==> config.mk <==
export PLATFORM = sky130hd
export DESIGN_NAME = power_activity_monitor
export DESIGN_NICKNAME = d
export VERILOG_FILES = /design/src/rtl/pwr_mon_pkg.sv /design/src/rtl/pwr_chan_counter.sv /design/src/rtl/power_activity_monitor.sv
export SDC_FILE = /design/constraint.sdc
export NUM_CORES = 2
export LEC_CHECK = 0
export BUFFER_PORTS_ARGS = -buffer_cell sky130_fd_sc_hd__buf_2
export CAP_MARGIN = 5
export CORE_MARGIN = 2
export CORE_UTILIZATION = 38
export DETAILED_ROUTE_END_ITERATION = 10
export PLACE_DENSITY = 0.6
export SLEW_MARGIN = 5
export SYNTH_ARGS = -nofsm -noshare
export SYNTH_HDL_FRONTEND = slang
export SYNTH_HIERARCHICAL = 1
export SYNTH_SLANG_ARGS = --single-unit
==> constraint.sdc <==
create_clock -name clk -period 10.6 [get_ports clk]
set_input_delay 1.06 -clock clk [delete_from_list [all_inputs] [get_ports clk]]
set_output_delay 1.06 -clock clk [all_outputs]
set_load 0.01 [all_outputs]
==> src/rtl/pwr_mon_pkg.sv <==
// Shared definitions for the power activity monitor.
//   pwr_state_e : per-domain power state classification
//   DEF_W_*     : default energy weights per cycle in each state
//   rd_state_e  : snapshot readout FSM state
//   sat_add     : unsigned add that clamps at the all-ones value of a given width
package pwr_mon_pkg;

  typedef enum logic [1:0] {
    PWR_ACTIVE = 2'd0,
    PWR_IDLE   = 2'd1,
    PWR_GATED  = 2'd2
  } pwr_state_e;

  localparam int unsigned DEF_W_ACTIVE = 100;
  localparam int unsigned DEF_W_IDLE   = 50;
  localparam int unsigned DEF_W_GATED  = 5;

  typedef enum logic [0:0] {
    StIdle = 1'b0,
    StSend = 1'b1
  } rd_state_e;

  // Operands must already be zero-extended values that fit in 'width' bits (width <= 64).
  function automatic logic [63:0] sat_add(input logic [63:0] a, input logic [63:0] b,
                                          input int unsigned width);
    logic [64:0] sum;
    logic [64:0] max;
    sum = {1'b0, a} + {1'b0, b};
    max = (65'd1 << width) - 65'd1;
    return (sum > max) ? max[63:0] : sum[63:0];
  endfunction

endpackage

==> src/rtl/pwr_chan_counter.sv <==
// Per-domain classifier, saturating state counters, energy accumulator and snapshot shadow.
// Ports:
//   clk, reset      : clock, synchronous active-high reset
//   enable, clear   : count this cycle / zero live values (clear wins)
//   idle, gated     : domain flags; gated has priority over idle
//   capture         : copy pre-edge live values into the shadow registers
//   weight          : this cycle's energy weight (consumed by the top-level totals)
//   shd_*           : shadow copies presented to the readout path
module pwr_chan_counter
  import pwr_mon_pkg::*;
#(
  parameter int unsigned CNT_W    = 32,
  parameter int unsigned ENERGY_W = 40,
  parameter int unsigned WT_W     = 8,
  parameter int unsigned W_ACTIVE = DEF_W_ACTIVE,
  parameter int unsigned W_IDLE   = DEF_W_IDLE,
  parameter int unsigned W_GATED  = DEF_W_GATED
) (
  input  logic                clk,
  input  logic                reset,
  input  logic                enable,
  input  logic                clear,
  input  logic                idle,
  input  logic                gated,
  input  logic                capture,
  output logic [WT_W-1:0]     weight,
  output logic [CNT_W-1:0]    shd_active,
  output logic [CNT_W-1:0]    shd_idle,
  output logic [CNT_W-1:0]    shd_gated,
  output logic [ENERGY_W-1:0] shd_energy
);

  pwr_state_e state;

  logic [CNT_W-1:0]    cnt_active_q, cnt_active_d;
  logic [CNT_W-1:0]    cnt_idle_q, cnt_idle_d;
  logic [CNT_W-1:0]    cnt_gated_q, cnt_gated_d;
  logic [ENERGY_W-1:0] energy_q, energy_d;

  always_comb begin
    if (gated) begin
      state  = PWR_GATED;
      weight = WT_W'(W_GATED);
    end else if (idle) begin
      state  = PWR_IDLE;
      weight = WT_W'(W_IDLE);
    end else begin
      state  = PWR_ACTIVE;
      weight = WT_W'(W_ACTIVE);
    end
  end

  always_comb begin
    cnt_active_d = cnt_active_q;
    cnt_idle_d   = cnt_idle_q;
    cnt_gated_d  = cnt_gated_q;
    energy_d     = energy_q;
    if (clear) begin
      cnt_active_d = '0;
      cnt_idle_d   = '0;
      cnt_gated_d  = '0;
      energy_d     = '0;
    end else if (enable) begin
      case (state)
        PWR_GATED: cnt_gated_d = CNT_W'(sat_add(64'(cnt_gated_q), 64'd1, CNT_W));
        PWR_IDLE:  cnt_idle_d  = CNT_W'(sat_add(64'(cnt_idle_q), 64'd1, CNT_W));
        default:   cnt_active_d = CNT_W'(sat_add(64'(cnt_active_q), 64'd1, CNT_W));
      endcase
      energy_d = ENERGY_W'(sat_add(64'(energy_q), 64'(weight), ENERGY_W));
    end
  end

  always_ff @(posedge clk) begin
    if (reset) begin
      cnt_active_q <= '0;
      cnt_idle_q   <= '0;
      cnt_gated_q  <= '0;
      energy_q     <= '0;
      shd_active   <= '0;
      shd_idle     <= '0;
      shd_gated    <= '0;
      shd_energy   <= '0;
    end else begin
      cnt_active_q <= cnt_active_d;
      cnt_idle_q   <= cnt_idle_d;
      cnt_gated_q  <= cnt_gated_d;
      energy_q     <= energy_d;
      // Shadow takes the values as they stood before this edge.
      if (capture) begin
        shd_active <= cnt_active_q;
        shd_idle   <= cnt_idle_q;
        shd_gated  <= cnt_gated_q;
        shd_energy <= energy_q;
      end
    end
  end

endmodule

==> src/rtl/power_activity_monitor.sv <==
// Power activity monitor: per-domain state/energy counters, cycle/energy/baseline totals,
// and an atomic snapshot read out as NUM_CH channel beats followed by one totals beat.
// Ports:
//   clk, reset              : clock, synchronous active-high reset (aborts readout)
//   enable, clear           : count this cycle / zero live counters (shadow untouched)
//   ch_idle, ch_gated       : per-domain state flags
//   snap_req                : capture snapshot and start readout (ignored while busy)
//   snap_busy               : readout in progress
//   rd_valid/rd_ready       : beat handshake
//   rd_idx, rd_last         : beat index (NUM_CH = totals beat), last-beat flag
//   rd_cnt_*, rd_energy     : channel counters/energy, or totals on the last beat
//   rd_baseline             : baseline on the totals beat, 0 otherwise
module power_activity_monitor
  import pwr_mon_pkg::*;
#(
  parameter int unsigned NUM_CH   = 3,
  parameter int unsigned CNT_W    = 32,
  parameter int unsigned ENERGY_W = 40,
  parameter int unsigned WT_W     = 8,
  parameter int unsigned W_ACTIVE = DEF_W_ACTIVE,
  parameter int unsigned W_IDLE   = DEF_W_IDLE,
  parameter int unsigned W_GATED  = DEF_W_GATED
) (
  input  logic                clk,
  input  logic                reset,
  input  logic                enable,
  input  logic                clear,
  input  logic [NUM_CH-1:0]   ch_idle,
  input  logic [NUM_CH-1:0]   ch_gated,
  input  logic                snap_req,
  output logic                snap_busy,
  output logic                rd_valid,
  input  logic                rd_ready,
  output logic [3:0]          rd_idx,
  output logic                rd_last,
  output logic [CNT_W-1:0]    rd_cnt_active,
  output logic [CNT_W-1:0]    rd_cnt_idle,
  output logic [CNT_W-1:0]    rd_cnt_gated,
  output logic [ENERGY_W-1:0] rd_energy,
  output logic [ENERGY_W-1:0] rd_baseline
);

  localparam logic [63:0] BaseInc = 64'(NUM_CH) * 64'(W_ACTIVE);
  localparam logic [3:0]  LastIdx = 4'(NUM_CH);

  rd_state_e state_q;
  logic      capture;

  logic [NUM_CH-1:0][WT_W-1:0]     ch_weight;
  logic [NUM_CH-1:0][CNT_W-1:0]    shd_active;
  logic [NUM_CH-1:0][CNT_W-1:0]    shd_idle;
  logic [NUM_CH-1:0][CNT_W-1:0]    shd_gated;
  logic [NUM_CH-1:0][ENERGY_W-1:0] shd_energy;

  logic [CNT_W-1:0]    tot_cycles_q, tot_cycles_d, shd_cycles;
  logic [ENERGY_W-1:0] tot_energy_q, tot_energy_d, shd_tot_energy;
  logic [ENERGY_W-1:0] baseline_q, baseline_d, shd_baseline;
  logic [63:0]         energy_inc;

  assign capture = snap_req && (state_q == StIdle);

  for (genvar i = 0; i < NUM_CH; i++) begin : g_chan
    pwr_chan_counter #(
      .CNT_W    (CNT_W),
      .ENERGY_W (ENERGY_W),
      .WT_W     (WT_W),
      .W_ACTIVE (W_ACTIVE),
      .W_IDLE   (W_IDLE),
      .W_GATED  (W_GATED)
    ) u_chan (
      .clk        (clk),
      .reset      (reset),
      .enable     (enable),
      .clear      (clear),
      .idle       (ch_idle[i]),
      .gated      (ch_gated[i]),
      .capture    (capture),
      .weight     (ch_weight[i]),
      .shd_active (shd_active[i]),
      .shd_idle   (shd_idle[i]),
      .shd_gated  (shd_gated[i]),
      .shd_energy (shd_energy[i])
    );
  end

  always_comb begin
    energy_inc = '0;
    for (int i = 0; i < NUM_CH; i++) begin
      energy_inc = energy_inc + 64'(ch_weight[i]);
    end
  end

  always_comb begin
    tot_cycles_d = tot_cycles_q;
    tot_energy_d = tot_energy_q;
    baseline_d   = baseline_q;
    if (clear) begin
      tot_cycles_d = '0;
      tot_energy_d = '0;
      baseline_d   = '0;
    end else if (enable) begin
      tot_cycles_d = CNT_W'(sat_add(64'(tot_cycles_q), 64'd1, CNT_W));
      tot_energy_d = ENERGY_W'(sat_add(64'(tot_energy_q), energy_inc, ENERGY_W));
      baseline_d   = ENERGY_W'(sat_add(64'(baseline_q), BaseInc, ENERGY_W));
    end
  end

  always_ff @(posedge clk) begin
    if (reset) begin
      tot_cycles_q   <= '0;
      tot_energy_q   <= '0;
      baseline_q     <= '0;
      shd_cycles     <= '0;
      shd_tot_energy <= '0;
      shd_baseline   <= '0;
    end else begin
      tot_cycles_q <= tot_cycles_d;
      tot_energy_q <= tot_energy_d;
      baseline_q   <= baseline_d;
      if (capture) begin
        shd_cycles     <= tot_cycles_q;
        shd_tot_energy <= tot_energy_q;
        shd_baseline   <= baseline_q;
      end
    end
  end

  // Readout FSM; handshake outputs are registered directly.
  always_ff @(posedge clk) begin
    if (reset) begin
      state_q   <= StIdle;
      snap_busy <= 1'b0;
      rd_valid  <= 1'b0;
      rd_idx    <= '0;
      rd_last   <= 1'b0;
    end else begin
      unique case (state_q)
        StIdle: begin
          if (snap_req) begin
            state_q   <= StSend;
            snap_busy <= 1'b1;
            rd_valid  <= 1'b1;
            rd_idx    <= '0;
            rd_last   <= 1'b0;
          end
        end
        StSend: begin
          if (rd_ready) begin
            if (rd_last) begin
              state_q   <= StIdle;
              snap_busy <= 1'b0;
              rd_valid  <= 1'b0;
              rd_idx    <= '0;
              rd_last   <= 1'b0;
            end else begin
              rd_idx  <= rd_idx + 4'd1;
              rd_last <= (rd_idx + 4'd1) == LastIdx;
            end
          end
        end
        default: state_q <= StIdle;
      endcase
    end
  end

  // Beat data is a pure mux of shadow registers, so it holds while rd_ready is low.
  always_comb begin
    rd_cnt_active = '0;
    rd_cnt_idle   = '0;
    rd_cnt_gated  = '0;
    rd_energy     = '0;
    rd_baseline   = '0;
    if (rd_valid) begin
      if (rd_last) begin
        rd_cnt_active = shd_cycles;
        rd_energy     = shd_tot_energy;
        rd_baseline   = shd_baseline;
      end else begin
        for (int i = 0; i < NUM_CH; i++) begin
          if (rd_idx == 4'(i)) begin
            rd_cnt_active = shd_active[i];
            rd_cnt_idle   = shd_idle[i];
            rd_cnt_gated  = shd_gated[i];
            rd_energy     = shd_energy[i];
          end
        end
      end
    end
  end

endmodule

# After elaboration in Yosys (flattened, before gate mapping)
# Cells that the tools add are included.
# Widths: inputs -> output; s select.
[totals]
reg_bits = 1047
inputBits = 12
out_inout_bits = 183
elab_cells = 165
[op_classes]
n_addsub = 18
order_cmp = 15
n_eq_ne = 12
muxes = 65
n_bitwise = 4
n_reduce_logical = 17
[ops]
columns = ["cell", "n"]
rows = [
  ["$mux 32", 25],
  ["$mux 40", 12],
  ["$add 32x1->33 const B", 10],
  ["$gt 33x32->1 const B", 10],
  ["$gt 41x40->1 const B", 5],
  ["$add 40x8->41", 3],
  ["$add 40x10->41", 1],
  ["$add 40x9->41 const B", 1],
  ["$mux 8", 3],
  ["$mux 7", 3],
  ["$reduce_and 2->1", 10],
  ["$mux 1", 12],
  ["$mux 4", 3],
  ["$add 9x8->10", 1],
  ["$add 8x8->9", 1],
  ["$eq 4x2->1 const B", 2],
  ["$pmux 4 s2", 1],
  ["$reduce_or 2->1", 4],
  ["$eq 2x1->1 const B", 3],
  ["$eq 2x2->1 const B", 3],
  ["$mux 2", 3],
  ["$ne 2x2->1 const B", 3],
  ["$pmux 1 s2", 3],
  ["$add 4x1->4 const B", 1],
  ["other kinds (5)", 8],
]

# Depth between registers and ports, before layout
[depth]
depth_word = 7
depth_mapped = 18
depth_no_buf = 18

# By module
# Netlist, hierarchy kept.
[by_module_without_submodules]
columns = ["mod", "n_inst", "cells_each", "area_per_inst_um2", "seq_area_each_um2"]
rows = [
  ["pwr_chan_counter at g_chan[0].u_chan ...", 2, 1562, 13097.6, 5445.2],
  ["power_activity_monitor", 1, 2173, 15262.1, 4584.4],
  ["pwr_chan_counter at g_chan[2].u_chan", 1, 1552, 13062.5, 5445.2],
]

# Least setup slack after synthesis
# No wires, ideal clock.
[synth_path]
kind = "input -> register"
start = "input ch_gated[1]"
end = "register tot_energy_q[36]"
setup_time_ps = 91
arrival_ps = 4639
required_time_ps = 10509
path_slack_ps = 5870
path_stages = 17
path_buffers = 2
cell_sequence = "inv_1 nand2_1 clkinv_1 buf_4 inv_1 fa_1 fa_1 inv_1 ha_1 inv_1 o21bai_1 a21boi_0 o31ai_1 and2_1 clkbuf_1 a31oi_1 a311oi_1"
[synth_rtl]
columns = ["element", "line", "rtl"]
rows = [
  ["start: declaration", "power_activity_monitor.sv:29", "input logic [NUM_CH-1:0] ch_gated,"],
  ["end signal: assignment", "power_activity_monitor.sv:118", "tot_energy_q <= tot_energy_d;"],
  ["end: declaration", "power_activity_monitor.sv:56", "logic [ENERGY_W-1:0] tot_energy_q, tot_energy_d, shd_tot_energy;"],
]

# Final worst setup path
[layout_path]
start = "register rd_idx[1]"
end = "output rd_energy[4]"
[layout_between]
elab_chain_len = 6
word_cells_on_any_way = 8
cone_classes = "eq/ne (2); mux (5); reduce/logical (1)"
[layout_lines]
columns = ["element", "line", "rtl"]
rows = [
  ["start: declaration", "power_activity_monitor.sv:34", "output logic [3:0] rd_idx,"],
  ["start signal: assignment", "power_activity_monitor.sv:156", "rd_idx <= rd_idx + 4'd1;"],
  ["$logic_not 4->1", "power_activity_monitor.sv:180", "if (rd_idx == 4'(i)) begin"],
  ["$mux 40 (2 in series)", "power_activity_monitor.sv:180", ""],
  ["$mux 40 (*)", "power_activity_monitor.sv:180", ""],
  ["$mux 40 (*)", "power_activity_monitor.sv:174", "if (rd_last) begin"],
  ["$mux 40 (*)", "power_activity_monitor.sv:173", "if (rd_valid) begin"],
  ["end: declaration", "power_activity_monitor.sv:39", "output logic [ENERGY_W-1:0] rd_energy,"],
]
# Mark *: on every way between the ends. The rest lies on a longest branch, timed or not.

==> impl_metrics.env <==
export IMPL_clockRootBuffer="clkbuf_16"
export IMPL_grt_pass1_wl_um=271000
export IMPL_dp_hpwl_um=119000
export IMPL_avgSynthCellArea_sq_um=7.96
export IMPL_cts_buffers=117
export IMPL_grtUsageTotal_pct=22.8
export IMPL_wl_per_cell_um=20.3
export IMPL_n_fill_cell=14400
export IMPL_htree_levels=3
export IMPL_max_clock_freq_ghz=0.177
export IMPL_firstDrtPassIters=6
export IMPL_p_per_area_nw_per_um2=147
export IMPL_synthTopCellsByArea="dfxtp_1 38%, mux2i_1 8.0%, nor2_1 6.5%"
export IMPL_timing_rr_start="g_chan[0].u_chan/cnt_gated_q[0]"
export IMPL_yosysUniqueCellTypes=98
export IMPL_syn2layout_area_growth_pct=10.3
export IMPL_maxSlewViolCount=0
export IMPL_fp_dieH_um=383
export IMPL_hold_path_startpoint="shd_baseline[7]"
export IMPL_synth_seq_cells=1045
export IMPL_die_area_sq_um=147000
export IMPL_critPathLaunchType="register"
export IMPL_rsz0062_at_grt="false"
export IMPL_synth_seq_area_share_pct=38.4
export IMPL_synth_common_cells="1045 x dfxtp_1, 940 x nor2_1, 536 x nand2_1"
export IMPL_setup_tns_ns=0
export IMPL_yosysMostFrequentCell="dfxtp_1"
export IMPL_vias=50900
export IMPL_postCtsHoldBufs=0
export IMPL_synthCells=6849
export IMPL_setup_viol=0
export IMPL_antenna_found_initial=7
export IMPL_grt_max_degree=126
export IMPL_worstSetupPathType="register to output port"
export IMPL_grt_overflow_total=0
export IMPL_cap_violations=0
export IMPL_skew_ns=0.0672
export IMPL_insertion_delay_ns=0.77
export IMPL_core_sq_um=142000
export IMPL_cts_sinks=1045
export IMPL_layout_cells_non_filler=8631
export IMPL_p_leak_nw=21.0
export IMPL_finalWirelength_um=175000
export IMPL_hold_viol=0
export IMPL_die_w_um=383
export IMPL_syn_cell_area_sq_um=54500
export IMPL_synth_edf_count=0
export IMPL_start_util_pct=38.4
export IMPL_worst_pin_slew_ns=1.15
export IMPL_clk_pin_slew_worst_paths_ns=0.06
export IMPL_critPathRequiredTime_ns=9.54
export IMPL_synth_largest_area_cell="dfxtp_1"
export IMPL_cts_post_setup_buffers_inserted=0
export IMPL_status="finished clean"
export IMPL_maxSlewHeadroom_pct=23.3
export IMPL_detail_route_antenna_nets=0
export IMPL_grt_pass1_vias=46200
export IMPL_rows=138
export IMPL_gp_congestion=0.896
export IMPL_drc_errors=0
export IMPL_synth_ff_type="dfxtp_1"
export IMPL_synth_top_area_share_pct=38.4
export IMPL_cp_max_fo=69
export IMPL_min_period_over_period_pct=53.3
export IMPL_cts_resized=0
export IMPL_drive_gt1_share_pct=8.11
export IMPL_ir_drop_mv=0.133
export IMPL_endpoint_kind="output port"
export IMPL_drt_iter0_drc=4172
export IMPL_critical_path_arrival_ns=4.59
export IMPL_synth_warnings=6
export IMPL_async_flop_share_pct=0
export IMPL_port_buffers=194
export IMPL_min_path_type="register to register"
export IMPL_placed_cells=8409
export IMPL_crit_path_start="rd_idx[1]"
export IMPL_clock_path_buffers=3
export IMPL_layout_nets=6718
export IMPL_final_min_clock_period_ns=5.65
export IMPL_post_drt_via_cell_ratio=5.89
export IMPL_top_level_ports=195
export IMPL_cts_tree="built"
## routing by layer
| metal | global-route usage (%) | wire length, um | vias up | part of all wire (%) |
|---|---|---|---|---|
| met5 | 0 | 9 | - | 0.0051 |
| met4 | 8.18 | 5860 | 2 | 3.3 |
| met3 | 2.78 | 9740 | 289 | 5.6 |
| met2 | 36.6 | 80000 | 1573 | 46 |
| met1 | 31.4 | 79600 | 24600 | 45 |
| li1 | - | - | 24400 | - |
## registers in the layout (all words and copies together) (netlist names)
signal	flops
baseline_q	39
g_chan.u_chan/cnt_gated_q	96
g_chan.u_chan/shd_gated	96
shd_cycles	32
g_chan.u_chan/cnt_idle_q	96
g_chan.u_chan/shd_energy	120
g_chan.u_chan/cnt_active_q	96
tot_energy_q	40
rd_valid	1
shd_baseline	39
state_q	1
shd_tot_energy	40
g_chan.u_chan/energy_q	120
rd_idx	4
g_chan.u_chan/shd_active	96
rd_last	1
g_chan.u_chan/shd_idle	96
tot_cycles_q	32
## path summary, 6_finish.rpt
check	endpoint	slack, ns	cells past startpoint
worst min register to register	shd_baseline[7]	0.45	2
worst max register to register	g_chan[0].u_chan/cnt_gated_q[21]	6.20	9
worst max-delay path	rd_energy[4]	4.95	10
worst min-delay path	shd_baseline[7]	0.45	2
## power by group
part	internal [mW]	switching, mW	total [mW]	leakage [nW]
Combinational	0.167	0.382	0.550	10.6
Sequential	3.95	0.0362	3.99	8.43
Clock	2.53	1.78	4.31	2.00
## critical path: stages (launching register included)
cell and delay (ns):
dfxtp_1 0.42, inv_1 0.09, ha_1 0.21, nor4b_2 0.20, buf_4 0.70, buf_4 0.82, a221oi_1 0.32, nor3_1 0.30
a21oi_1 0.09, nor2b_1 0.37, buf_2 0.21
## cell usage in the layout (no fill, tap or decap), drive strengths merged, types with 18 or more instances in the layout
cell type	instances
inv	163
nand2b	19
o21ai	344
o31ai	36
a21o	19
ha	52
a221oi	153
nor2b	95
or2	24
and3	170
or3	30
mux2i	434
clkbuf	164
nand4b	27
a211oi	76
nand2	536
nor2	944
a21oi	476
xor2	53
a31oi	146
and4	56
nand3	210
nor3	373
a41oi	33
nand4	186
o21a	29
buf	240
o22ai	18
dfxtp	1045
a311oi	78
nor4	100
xnor2	60
and2	72
clkinv	30
## kinds of logic (layout without fill, tap and decap cells)
kind of cell / count (synthesis) / in the layout / share of synthesized area [%]
AND/OR/NAND/NOR: 2911 / 2911 / 26.4
AO/OA/AOI/OAI: 1537 / 1537 / 18.1
flip-flops: 1045 / 1045 / 38.4
buffers and inverters: 732 / 616 / 5.38
multiplexers: 436 / 436 / 8.01
XOR/XNOR: 113 / 113 / 1.82
adder cells (fa/ha/maj): 72 / 72 / 1.85
other: 3 / 11 / 0.0207
## cell type report
class	count	area, sq um	share of cell area (%)
antenna	5	12.5	0.0208
clock buffer	164	3380	5.63
clock inverter	53	701	1.17
inverter	159	604	1.01
multi-input combinational	5075	30800	51.2
sequential	1045	20900	34.8
tap	1890	2360	3.93
timing repair buffer	240	1360	2.26
## per-stage QoR
stage	power (mW)	utilization, %	hold WS, ns	area, sq um	worst slack, ns
finish	8.84	42.4	0.451	60100	4.95
detailed placement	4.62	39.5	0.444	56000	4.70
CTS	8.93	42.3	0.453	60100	4.89
floorplan	4.47	-	0.432	54500	5.87
global route	9.12	42.3	0.465	60100	4.74
global placement	4.62	39.5	0.440	56000	4.80
(Power assumes the default switching activity.)
